`config.mk`:
```
export PLATFORM = sky130hd
export DESIGN_NAME = sram_fifo_ctrl
export DESIGN_NICKNAME = d
export VERILOG_FILES = /design/src/rtl/sram_fifo_ctrl.sv
export SDC_FILE = /design/constraint.sdc
export NUM_CORES = 1
export LEC_CHECK = 0
export ABC_AREA = 1
export BUFFER_PORTS_ARGS = -buffer_cell sky130_fd_sc_hd__buf_2
export CORE_AREA = 3 3 99 82
export DETAILED_ROUTE_END_ITERATION = 7
export DIE_AREA = 0 0 102 85
export GPL_ROUTABILITY_DRIVEN = 0
export PLACE_DENSITY = 0.9
export RECOVER_POWER = 50
export SLEW_MARGIN = 20
export SYNTH_ARGS = -nofsm -noshare
export SYNTH_HDL_FRONTEND = slang
export SYNTH_SLANG_ARGS = --single-unit
```
`constraint.sdc`:
```
create_clock -name clk -period 8.55 [get_ports clk]
set_clock_uncertainty 0.2 [all_clocks]
set_input_delay 0.4275 -clock clk [delete_from_list [all_inputs] [get_ports clk]]
set_output_delay 0.4275 -clock clk [all_outputs]
set_load 0.1 [all_outputs]
```
`src/rtl/sram_fifo_ctrl.sv`:
```
// Streaming FIFO controller for a 1W1R SRAM macro (port 0 write, port 1 read).
// A 2-entry registered output buffer hides the one-cycle read latency of the macro.
module sram_fifo_ctrl #(
  parameter int DATA_WIDTH = 16,
  parameter int ADDR_WIDTH = 9,
  parameter int OBUF_DEPTH = 2
) (
  input  logic                  clk,
  input  logic                  rst,
  input  logic                  in_valid,
  output logic                  in_ready,
  input  logic [DATA_WIDTH-1:0] in_data,
  output logic                  out_valid,
  input  logic                  out_ready,
  output logic [DATA_WIDTH-1:0] out_data,
  output logic [ADDR_WIDTH+1:0] level,
  output logic                  sram_csb0,
  output logic [ADDR_WIDTH-1:0] sram_addr0,
  output logic [DATA_WIDTH-1:0] sram_din0,
  output logic                  sram_csb1,
  output logic [ADDR_WIDTH-1:0] sram_addr1,
  input  logic [DATA_WIDTH-1:0] sram_dout1
);

  // Handshakes: a transfer happens on a posedge where valid && ready are both high;
  // valid never depends on ready, and in_ready/out_valid depend only on registered state and rst.

  localparam logic [ADDR_WIDTH:0] FULL_CNT = {1'b1, {ADDR_WIDTH{1'b0}}};

  logic [ADDR_WIDTH:0]   wr_ptr, rd_ptr, wr_d, rd_d, used;
  logic                  inflight;
  logic [1:0]            obuf_cnt, cnt_d;
  logic [DATA_WIDTH-1:0] obuf0, obuf1, obuf0_d, obuf1_d;
  logic [2:0]            occ_after_pop;
  logic [ADDR_WIDTH+1:0] level_d;
  logic                  push, pop, rd_issue;

  assign used      = wr_ptr - rd_ptr;
  assign in_ready  = !rst && (used != FULL_CNT);
  assign push      = in_valid && in_ready;
  assign out_valid = (obuf_cnt != 2'd0);
  assign out_data  = obuf0;
  assign pop       = out_valid && out_ready;

  // Words already committed to the buffer or in flight, after this cycle's pop.
  assign occ_after_pop = {1'b0, obuf_cnt} + {2'b00, inflight} - {2'b00, pop};
  // wr_ptr only advances at the write edge, so rd_ptr != wr_ptr never selects a word being written now.
  assign rd_issue      = !rst && (rd_ptr != wr_ptr) && (occ_after_pop < 3'(OBUF_DEPTH));

  assign sram_csb0  = !push;
  assign sram_addr0 = wr_ptr[ADDR_WIDTH-1:0];
  assign sram_din0  = in_data;
  assign sram_csb1  = !rd_issue;
  assign sram_addr1 = rd_ptr[ADDR_WIDTH-1:0];

  assign wr_d = wr_ptr + {{ADDR_WIDTH{1'b0}}, push};
  assign rd_d = rd_ptr + {{ADDR_WIDTH{1'b0}}, rd_issue};

  // Pop shifts the buffer first; a capture then lands in the first free slot.
  always_comb begin
    obuf0_d = obuf0;
    obuf1_d = obuf1;
    cnt_d   = obuf_cnt - {1'b0, pop};
    if (pop) obuf0_d = obuf1;
    if (inflight) begin
      if (cnt_d == 2'd0) obuf0_d = sram_dout1;
      else               obuf1_d = sram_dout1;
      cnt_d = cnt_d + 2'd1;
    end
  end

  assign level_d = {1'b0, wr_d - rd_d}
                 + {{(ADDR_WIDTH+1){1'b0}}, rd_issue}
                 + {{ADDR_WIDTH{1'b0}}, cnt_d};

  always_ff @(posedge clk) begin
    if (rst) begin
      wr_ptr   <= '0;
      rd_ptr   <= '0;
      inflight <= 1'b0;
      obuf_cnt <= 2'd0;
      obuf0    <= '0;
      obuf1    <= '0;
      level    <= '0;
    end else begin
      wr_ptr   <= wr_d;
      rd_ptr   <= rd_d;
      inflight <= rd_issue;
      obuf_cnt <= cnt_d;
      obuf0    <= obuf0_d;
      obuf1    <= obuf1_d;
      level    <= level_d;
    end
  end

endmodule
```
==> run metrics, run 1 <==
status completed; post-synthesis area per instance 7.216 µm²; antenna violations before repair 0; most frequent cells in the layout nand2_1 (96), nor2_1 (78), inv_1 (72); startpoint types register; first-pass GRT wire length 16.33 mm; DRT Pass-1 Iters 5; Adder-Cell Fraction of Synth Area 9.839%; Fmax 0.1637 GHz; Die X-Extent 102 µm; Max Root-Sink Buffers 2; worst-margin pin slew 1211 ps; Compound-Gate Fraction of Synth Area 9.839%; reg-to-reg startpoint obuf_cnt[1]; Tmin final 6110 ps; Starting Density 56.54%; final net count 668; fin crit share 71.46%; CTS Buf Count 9; DRC violations left 0; post-synthesis cell area 4120 µm²; crit end category register; Antenna Violating Nets Remaining 0; Post-Synth XOR/XNOR Area 4.434%; Synth warnings 0; post-synthesis cell type count 40; Hold Path End obuf1[13]; # resized after CTS 0; GR Overflow Total 0; Power, Total 1.428 mW; Post-CTS Hold Buffers 0; hold path startpoint sram_dout1[13]; Data arrival, critical path 6160 ps; critical-path cell list inv_1 > nand2_1 > nand2_1 > clkinv_1 > ha_1 > nor2_1 > fa_1 > a211oi_1 > and2_1 > ha_1 > ha_1 > nand4_2 > nor2_1 > xor2_1 > ha_1 > a21oi_1 > nor2_1 > a211oi_1 > nand3_1 > nand2_1 > nand2_1 > o21bai_1 > nor2_1; Gate Count Post-Synth 571; Setup Fix Bufs, Post-CTS 0; simple-gate share of the synthesized area 29.40%; clk_lat worst skew 350 ps; Fin. Hold Viols 0; gr usage total 23.33%; clk slew on worst S/H paths 70 ps; largest net degree at the start of global routing 41; Area Growth Syn to Fin 7.076%; required time worst endpoint 8600 ps; hold depth 3; min-delay worst type in2reg; PD cells 323.8 nW/µm²; area of the core 7287 µm²; Row Count 28; # IOs 101; DIE AREA 8670 µm²; commonest non-fill, non-tap cell in the layout nand2_1; I/O Buffers 68; slowest stage delay, CP 590 ps; critical path class reg2reg; worst reg2reg path depth 23; worst flop-to-flop path endpoint level[9]; leakage power 2.165 nW; r2r setup slk 2440 ps; CTS sink count 66; DR vias 3719; post-DR wirelength/cell 13.83 µm; hold_ws 114.7 ps; max-cap violations 0; largest family of logic cells by synthesized area simple AND/OR/NAND/NOR gates; H-Tree Depth 3; layout cell share with drive strength beyond 1 11.20%; Seq/Total Area, Yosys 32.07%; peak supply drop 208.8 µV; RSZ-0062 raised after global routing false; multiplexer share of the synthesized area 0%; WL final 9.641 mm; endpoints failing setup 0; Root Buffer Master clkbuf_8; Die Span Y 85 µm; vias in the first global route 3582; critical path's slowest cell clkinv_1; worst-path fanout max 17; CTS tree yes; 1st-iter DRT viols 245; Slew Viols, Final 0; vias per cell 5.336; worst rel slew slack 19.59%; post-route setup TNS 0 ps; post-layout util 60.54%; Yosys reg bits 66; number of diodes 0; Mapped Nets 637; post-DP HPWL 7.078 mm
[where the power goes]
group	leakage, nW	switching [mW]	internal, mW
logic	1.53	0.590	0.163
clock network	0.0986	0.127	0.150
registers	0.535	0.0304	0.367
[kinds of logic (layout without fill, tap and decap cells)]
| group | after synthesis | in the layout |
|---|---|---|
| DFF | 66 | 66 |
| buffers and inverters | 124 | 160 |
| xor gates and xnor gates | 20 | 20 |
| AOI/OAI and AO/OA | 69 | 69 |
| adders and majority gates | 30 | 30 |
| and+or+nand+nor | 262 | 262 |
[state kept, by name, summed over array words and instances (netlist names)]
signal / cells
level: 11
inflight: 1
obuf_cnt: 2
rd_ptr: 10
obuf1: 16
out_data: 16
wr_ptr: 10
[synth_stat cells, drive strengths merged]
cell    instances  area (µm²)
inv            75       281.5
buf            36       264.0
o211ai         16       120.1
nand2         107       444.2
ha             26       325.3
xnor2           3       26.28
dfxtp          66        1321
fa              4       80.08
a21o            1       7.510
clkinv          1       3.750
a21boi          1       7.510
a211oi          2       15.01
nand3b          3       26.27
o21bai          1       7.510
nor2           81       321.6
clkbuf         12       45.04
nand4           9       62.56
a21oi          21       108.9
nand3          46       262.8
nor3            9       50.05
xor2           17       156.4
or2             5       31.28
and2            2       12.51
o21ai          27       138.9
[cell type report]
| cell class | count | area, µm² |
|---|---|---|
| clock buffer | 12 | 155.1 |
| clock inverter | 4 | 50.05 |
| fill | 649 | 2875 |
| inverter | 76 | 285.3 |
| multi-input combinational | 381 | 2205 |
| sequential | 66 | 1321 |
| tap | 90 | 112.6 |
| timing repair buffer | 68 | 282.8 |
[through the flow]
stage,setup slack (ps),std cells,area (µm²)
floorplan,3004,571,4120
global placement,2967,681,4264
detailed placement,2598,681,4264
CTS,2511,697,4469
global route,1867,697,4412
finish,2440,697,4412
[metal layers]
metal | wire (µm) | track usage, %
met1 | 4341 | 30.35
met5 | 0 | 0
met2 | 4437 | 36.99
met3 | 617 | 5.834
met4 | 244 | 9.535
[worst max path at each step]
| stage | from | endpoint | slack (ps) | cells past startpoint |
|---|---|---|---|---|
| 2_1_floorplan | obuf_cnt[1] | level[9] | 3000 | 24 |
| 3_3_place_gp | out_ready | level[9] | 2970 | 22 |
| 3_5_place_dp | obuf_cnt[1] | level[9] | 2600 | 23 |
| 4_1_cts | obuf_cnt[1] | level[9] | 2510 | 23 |
| 5_1_grt | obuf_cnt[1] | level[9] | 1870 | 24 |
| 6_report | obuf_cnt[1] | level[9] | 2440 | 23 |
[critical path: cells and delay by family (launching register included)]
family          cells  cell delay [ps]
simple gates       11             1720
flops               1              330
buf+inv             2              720
xor+xnor            1              240
fa+ha+maj           5             1820
compound gates      4              950
No activity file was read; power rests on OpenSTA's default activity.
==> run 2: changes to the inputs <==
Settings changed: CORE_AREA 3 3 99 82 to 3 3 102 85, DIE_AREA 0 0 102 85 to 0 0 105 88, PLACE_DENSITY 0.9 to 0.85.
Clock period 8.55 ns to 6.3 ns, I/O delays scaled along.
==> run 2 against run 1 <==
Net effect:
- die area grew 6.6%
- worst setup slack lost 1500 ps
- clock power grew 18%
- cell count grew 3.0%
- first-iteration DRC count grew 6.5%
- sequential share of layout area shrank 0.15 points
- critical path depth is the same
- fmax grew 14%
- highest routed layer unchanged
==> run metrics, run 2 (synthesis gave the netlist of run 1 again) <==
Starting Density 53.06%; post-DP HPWL 7.038 mm; layout cell share with drive strength beyond 1 11.48%; I/O Buffers 68; GR Overflow Total 0; most frequent cells in the layout nand2_1 (96), nor2_1 (78), inv_1 (73); Root Buffer Master clkbuf_8; Slew Viols, Final 0; Setup Fix Bufs, Post-CTS 0; DR vias 3687; number of diodes 0; CP Buf/Inv Count 2; clk slew on worst S/H paths 80 ps; Max Root-Sink Buffers 2; Data arrival, critical path 5410 ps; CTS tree yes; min-delay worst type in2reg; DRT Pass-1 Iters 5; Die Span Y 88 µm; Row Count 29; Reg area 1321 µm²; startpoint types register; first-pass GRT wire length 15.49 mm; hold_ws 2.412 ps; multi-input combinational cell area 2205 µm²; clk_lat worst skew 350 ps; endpoints failing setup 0; required time worst endpoint 6350 ps; vias in the first global route 3479; max-cap violations 0; Tmin final 5351 ps; PD cells 426.1 nW/µm²; area of the core 7765 µm²; DRC violations left 0; fin crit share 84.93%; final net count 671; leakage power 2.165 nW; H-Tree Depth 3; # IOs 101; critical-path cell list inv_1 > nand2_1 > nand2_1 > clkinv_1 > ha_1 > nor2_1 > fa_1 > a211oi_1 > and2_1 > ha_1 > ha_1 > nand4_2 > nor2_1 > xor2_1 > ha_1 > a21oi_1 > nor2_1 > a211oi_1 > nand3_1 > nand2_1 > nand2_1 > o21bai_1 > nor2_1; CTS Buf Count 9; FILL cells 694; post-DR wirelength/cell 13.19 µm; DIE AREA 9240 µm²; Area Growth Syn to Fin 7.622%; Fmax 0.1869 GHz; Die X-Extent 105 µm; status completed; critical path's slowest cell nand2_1; cell family with most CP delay simple AND/OR/NAND/NOR gates; CTS sink count 66; slowest stage delay, CP 430 ps; largest net degree at the start of global routing 41; worst rel slew slack 18.58%; vias per cell 5.135; WL final 9.474 mm; Fin. Hold Viols 0; post-route setup TNS 0 ps; crit end category register; critical path class reg2reg; gr usage total 20.54%; worst-margin pin slew 1227 ps; RSZ-0062 raised after global routing false; peak supply drop 242.1 µV; worst-path fanout max 17; 1st-iter DRT viols 261; antenna violations before repair 0; Antenna Violating Nets Remaining 0; commonest non-fill, non-tap cell in the layout nand2_1
==> run 2: cell count changes in the layout (fill, tap and decap cells not counted) <==
cell | before | now
clkinv_1 | 2 | 1
dlygate4sd3_1 | 0 | 2
inv_1 | 72 | 73
clkinv_4 | 0 | 1
bufinv_16 | 1 | 0
and2_1 | 2 | 1
buf_4 | 0 | 1
clkbuf_8 | 11 | 9
and2_0 | 0 | 1
clkbuf_1 | 47 | 46
inv_6 | 0 | 2
clkinvlp_4 | 2 | 3
==> run 2: final cells by class <==
type | instances | share of cell area (%)
tap | 108 | 3.047
sequential | 66 | 29.80
clock inverter | 7 | 1.213
clock buffer | 9 | 2.793
multi-input combinational | 381 | 49.72
inverter | 76 | 6.433
timing repair buffer | 71 | 6.998
==> run 2: worst min-delay path: cells and delay by family <==
family / cells / cell delay (ps)
AND/OR/NAND/NOR: 2 / 120
buffers and inverters: 1 / 90
==> run 2: repair_timing <==
action,in CTS,in global routing
resized for setup,0,0
endpoints found under the hold margin,2,0
hold buffers,2,0
==> run 2: worst paths after layout <==
check | from | endpoint | slack, ps | cells past startpoint
worst max-delay path | obuf_cnt[1] | level[9] | 950 | 23
worst min-delay path | sram_dout1[10] | obuf1[10] | 2 | 3
worst max register to register | obuf_cnt[1] | level[9] | 950 | 23
worst min register to register | obuf1[4] | obuf1[4] | 320 | 2
==> run 2: per-layer routing <==
metal  vias up  part of all wire (%)  track usage [%]
li1       1868                     -                -
met1      1678                    44            25.29
met2       126                    47            35.41
met3        15                   7.1            5.527
met4         0                   1.7            6.675
met5         -                     0                0
==> run 2: through the flow <==
step | cell area [µm²] | setup WS, ps | utilization (%) | power [mW] | cells
after floorplan | 4120 | 754.2 | - | 1.450 | 571
after CTS | 4492 | 1006 | 57.85 | 1.906 | 718
final | 4434 | 949.2 | 57.11 | 1.890 | 718
after detailed placement | 4294 | 1016 | 55.30 | 1.570 | 700
after global placement | 4294 | 1265 | 55.30 | 1.545 | 700
after global routing | 4434 | 454.1 | 57.11 | 2.006 | 718
==> run 2: power by group <==
part | leakage [nW] | internal (mW) | switching [mW] | total [mW]
sequential | 0.535 | 0.498 | 0.0383 | 0.536
combinational | 1.55 | 0.225 | 0.800 | 1.03
clock | 0.0822 | 0.145 | 0.183 | 0.328
==> run 3: changes to the inputs <==
Clock period 6.3 ns to 5.1 ns, I/O delays scaled along.
==> run 3 against run 2 <==
Net effect:
- fmax up 12%
- largest power group unchanged
- critical path depth rose by 4
- register-to-register slack lost 620 ps
- sequential share of layout area shrank 1.7 points
- cell count is 2.2% higher
- core utilization up 3.9 points
- clock-buffer cell count grew 1
- non-clock buffer count increased by 16
- total power increased by 32%
- largest cell class unchanged
- sequential cell count is the same
- first-iteration DRC count shrank 19%
==> run metrics, run 3 (synthesis gave the netlist of run 1 again) <==
DRT Pass-1 Iters 5; 1st-iter DRT viols 211; area of the core 7765 µm²; cell family with most CP delay adder cells; DR vias 3808; slowest stage delay, CP 590 ps; DRC violations left 0; Fmax 0.2097 GHz; H-Tree Depth 3; critical path class reg2reg; GR Overflow Total 0; min-delay worst type in2reg; hold path startpoint rst; peak supply drop 299.1 µV; Die X-Extent 105 µm; antenna violations before repair 0; Data arrival, critical path 4820 ps; reg-to-reg startpoint rd_ptr[2]; DIE AREA 9240 µm²; Die Span Y 88 µm; commonest non-fill, non-tap cell in the layout nand2_1; post-DP HPWL 7.002 mm; CTS Buf Count 9; vias in the first global route 3567; largest net degree at the start of global routing 40; max-cap violations 0; clk_lat worst skew 350 ps; crit end category register; Critical Path Stages 27; hold depth 2; Max Root-Sink Buffers 2; Top Metal Used met4; hold_ws 190.4 ps; CP Buf/Inv Count 5; Area Growth Syn to Fin 15.00%; PD cells 525.9 nW/µm²; gr usage total 21.03%; Critical Path Start rd_ptr[2]; CTS sink count 66; Starting Density 53.06%; Antenna Violating Nets Remaining 0; worst-margin pin slew 1224 ps; fin crit share 93.50%; # IOs 101; worst slack, placed 74.83 ps; vias per cell 5.188; Cells after DPL 702; clk slew on worst S/H paths 80 ps; Root Buffer Master clkbuf_8; post-DR wirelength/cell 13.69 µm; Row Count 29; RSZ-0062 raised after global routing false; worst rel slew slack 18.74%; Fin. Hold Viols 0; most frequent cells in the layout nand2_1 (94), nor2_1 (78), inv_1 (72); CTS tree yes; Top cell by count, worst path inv_1; WL met3 601 µm; layout cell share with drive strength beyond 1 16.29%; first-pass GRT wire length 16.02 mm; setup ws final 331.4 ps; worst-path fanout max 7; Setup Fix Bufs, Post-CTS 0; critical path's slowest cell fa_1; status completed; post-route setup TNS 0 ps; final net count 687; endpoints failing setup 0; Tmin final 4769 ps; leakage power 2.321 nW; DRT met1 WL 4.462 mm; number of diodes 0; required time worst endpoint 5150 ps; fin cells 734; WL final 10.05 mm; Slew Viols, Final 0; WL met2 4.749 mm; worst reg2reg path depth 27; startpoint types register; I/O Buffers 68
-- run 3: cell count changes in the layout (fill, tap and decap cells not counted), moves of 7 or more --
cell | previous run | this run
dfxtp_1 | 66 | 59
dlygate4sd3_1 | 2 | 16
buf_2 | 22 | 32
dfxtp_2 | 0 | 7
clkbuf_1 | 46 | 37
-- run 3: layout make-up --
type	instances	area, µm²
clock buffer	10	127.6
clock inverter	6	115.1
fill	686	3027
inverter	76	285.3
multi-input combinational	381	2267
sequential	66	1330
tap	108	135.1
timing repair buffer	87	478.0
-- run 3: timing repair --
item	4_1_cts	5_1_grt
hold buffers	16	0
resized for setup	0	22
endpoints found under the hold margin	30	0
setup endpoints to repair	0	6
-- run 3: through the flow --
| step | power (mW) | instance area [µm²] | utilization (%) |
|---|---|---|---|
| global placement | 1.920 | 4322 | 55.66 |
| detailed placement | 1.946 | 4322 | 55.66 |
| CTS | 2.495 | 4725 | 60.84 |
| finish | 2.492 | 4738 | 61.02 |
| global route | 2.629 | 4738 | 61.02 |
| floorplan | 1.797 | 4133 | - |
-- run 3: where the power goes --
part	internal (mW)	switching [mW]	total, mW
sequential	0.615	0.0481	0.664
clock	0.327	0.208	0.535
combinational	0.294	1.00	1.29
total	1.24	1.26	2.49
-- run 3: routing by layer --
layer,track usage [%],up-vias
li1,-,1896
met1,26.44,1758
met2,34.25,128
met3,6.043,26
met4,8.939,0
met5,0,-
-- run 3: worst reg2reg max path, stage by stage (launching register included) --
cell and delay, ps:
dfxtp_2 410, inv_1 100, ha_4 300, nand2_1 70, o21ai_1 200, nand2_1 130, nand2_1 100, a21oi_1 70
xor2_1 140, nor2_1 120, nand3_2 170, nand3_2 110, inv_1 50, ha_1 210, ha_1 330, inv_1 90
fa_1 590, inv_1 60, ha_1 270, inv_1 40, nor2_1 70, o21ai_0 140, nor2_1 210, nand3_2 120
nor2_4 120, nand3_2 90, o21bai_1 130, nor2_1 50
-- run 3: worst paths after layout --
path              slack, ps   endpoint
hold reg to reg         320  obuf1[14]
hold / removal          190   level[0]
setup / recovery        330   level[9]
setup reg to reg        330   level[9]
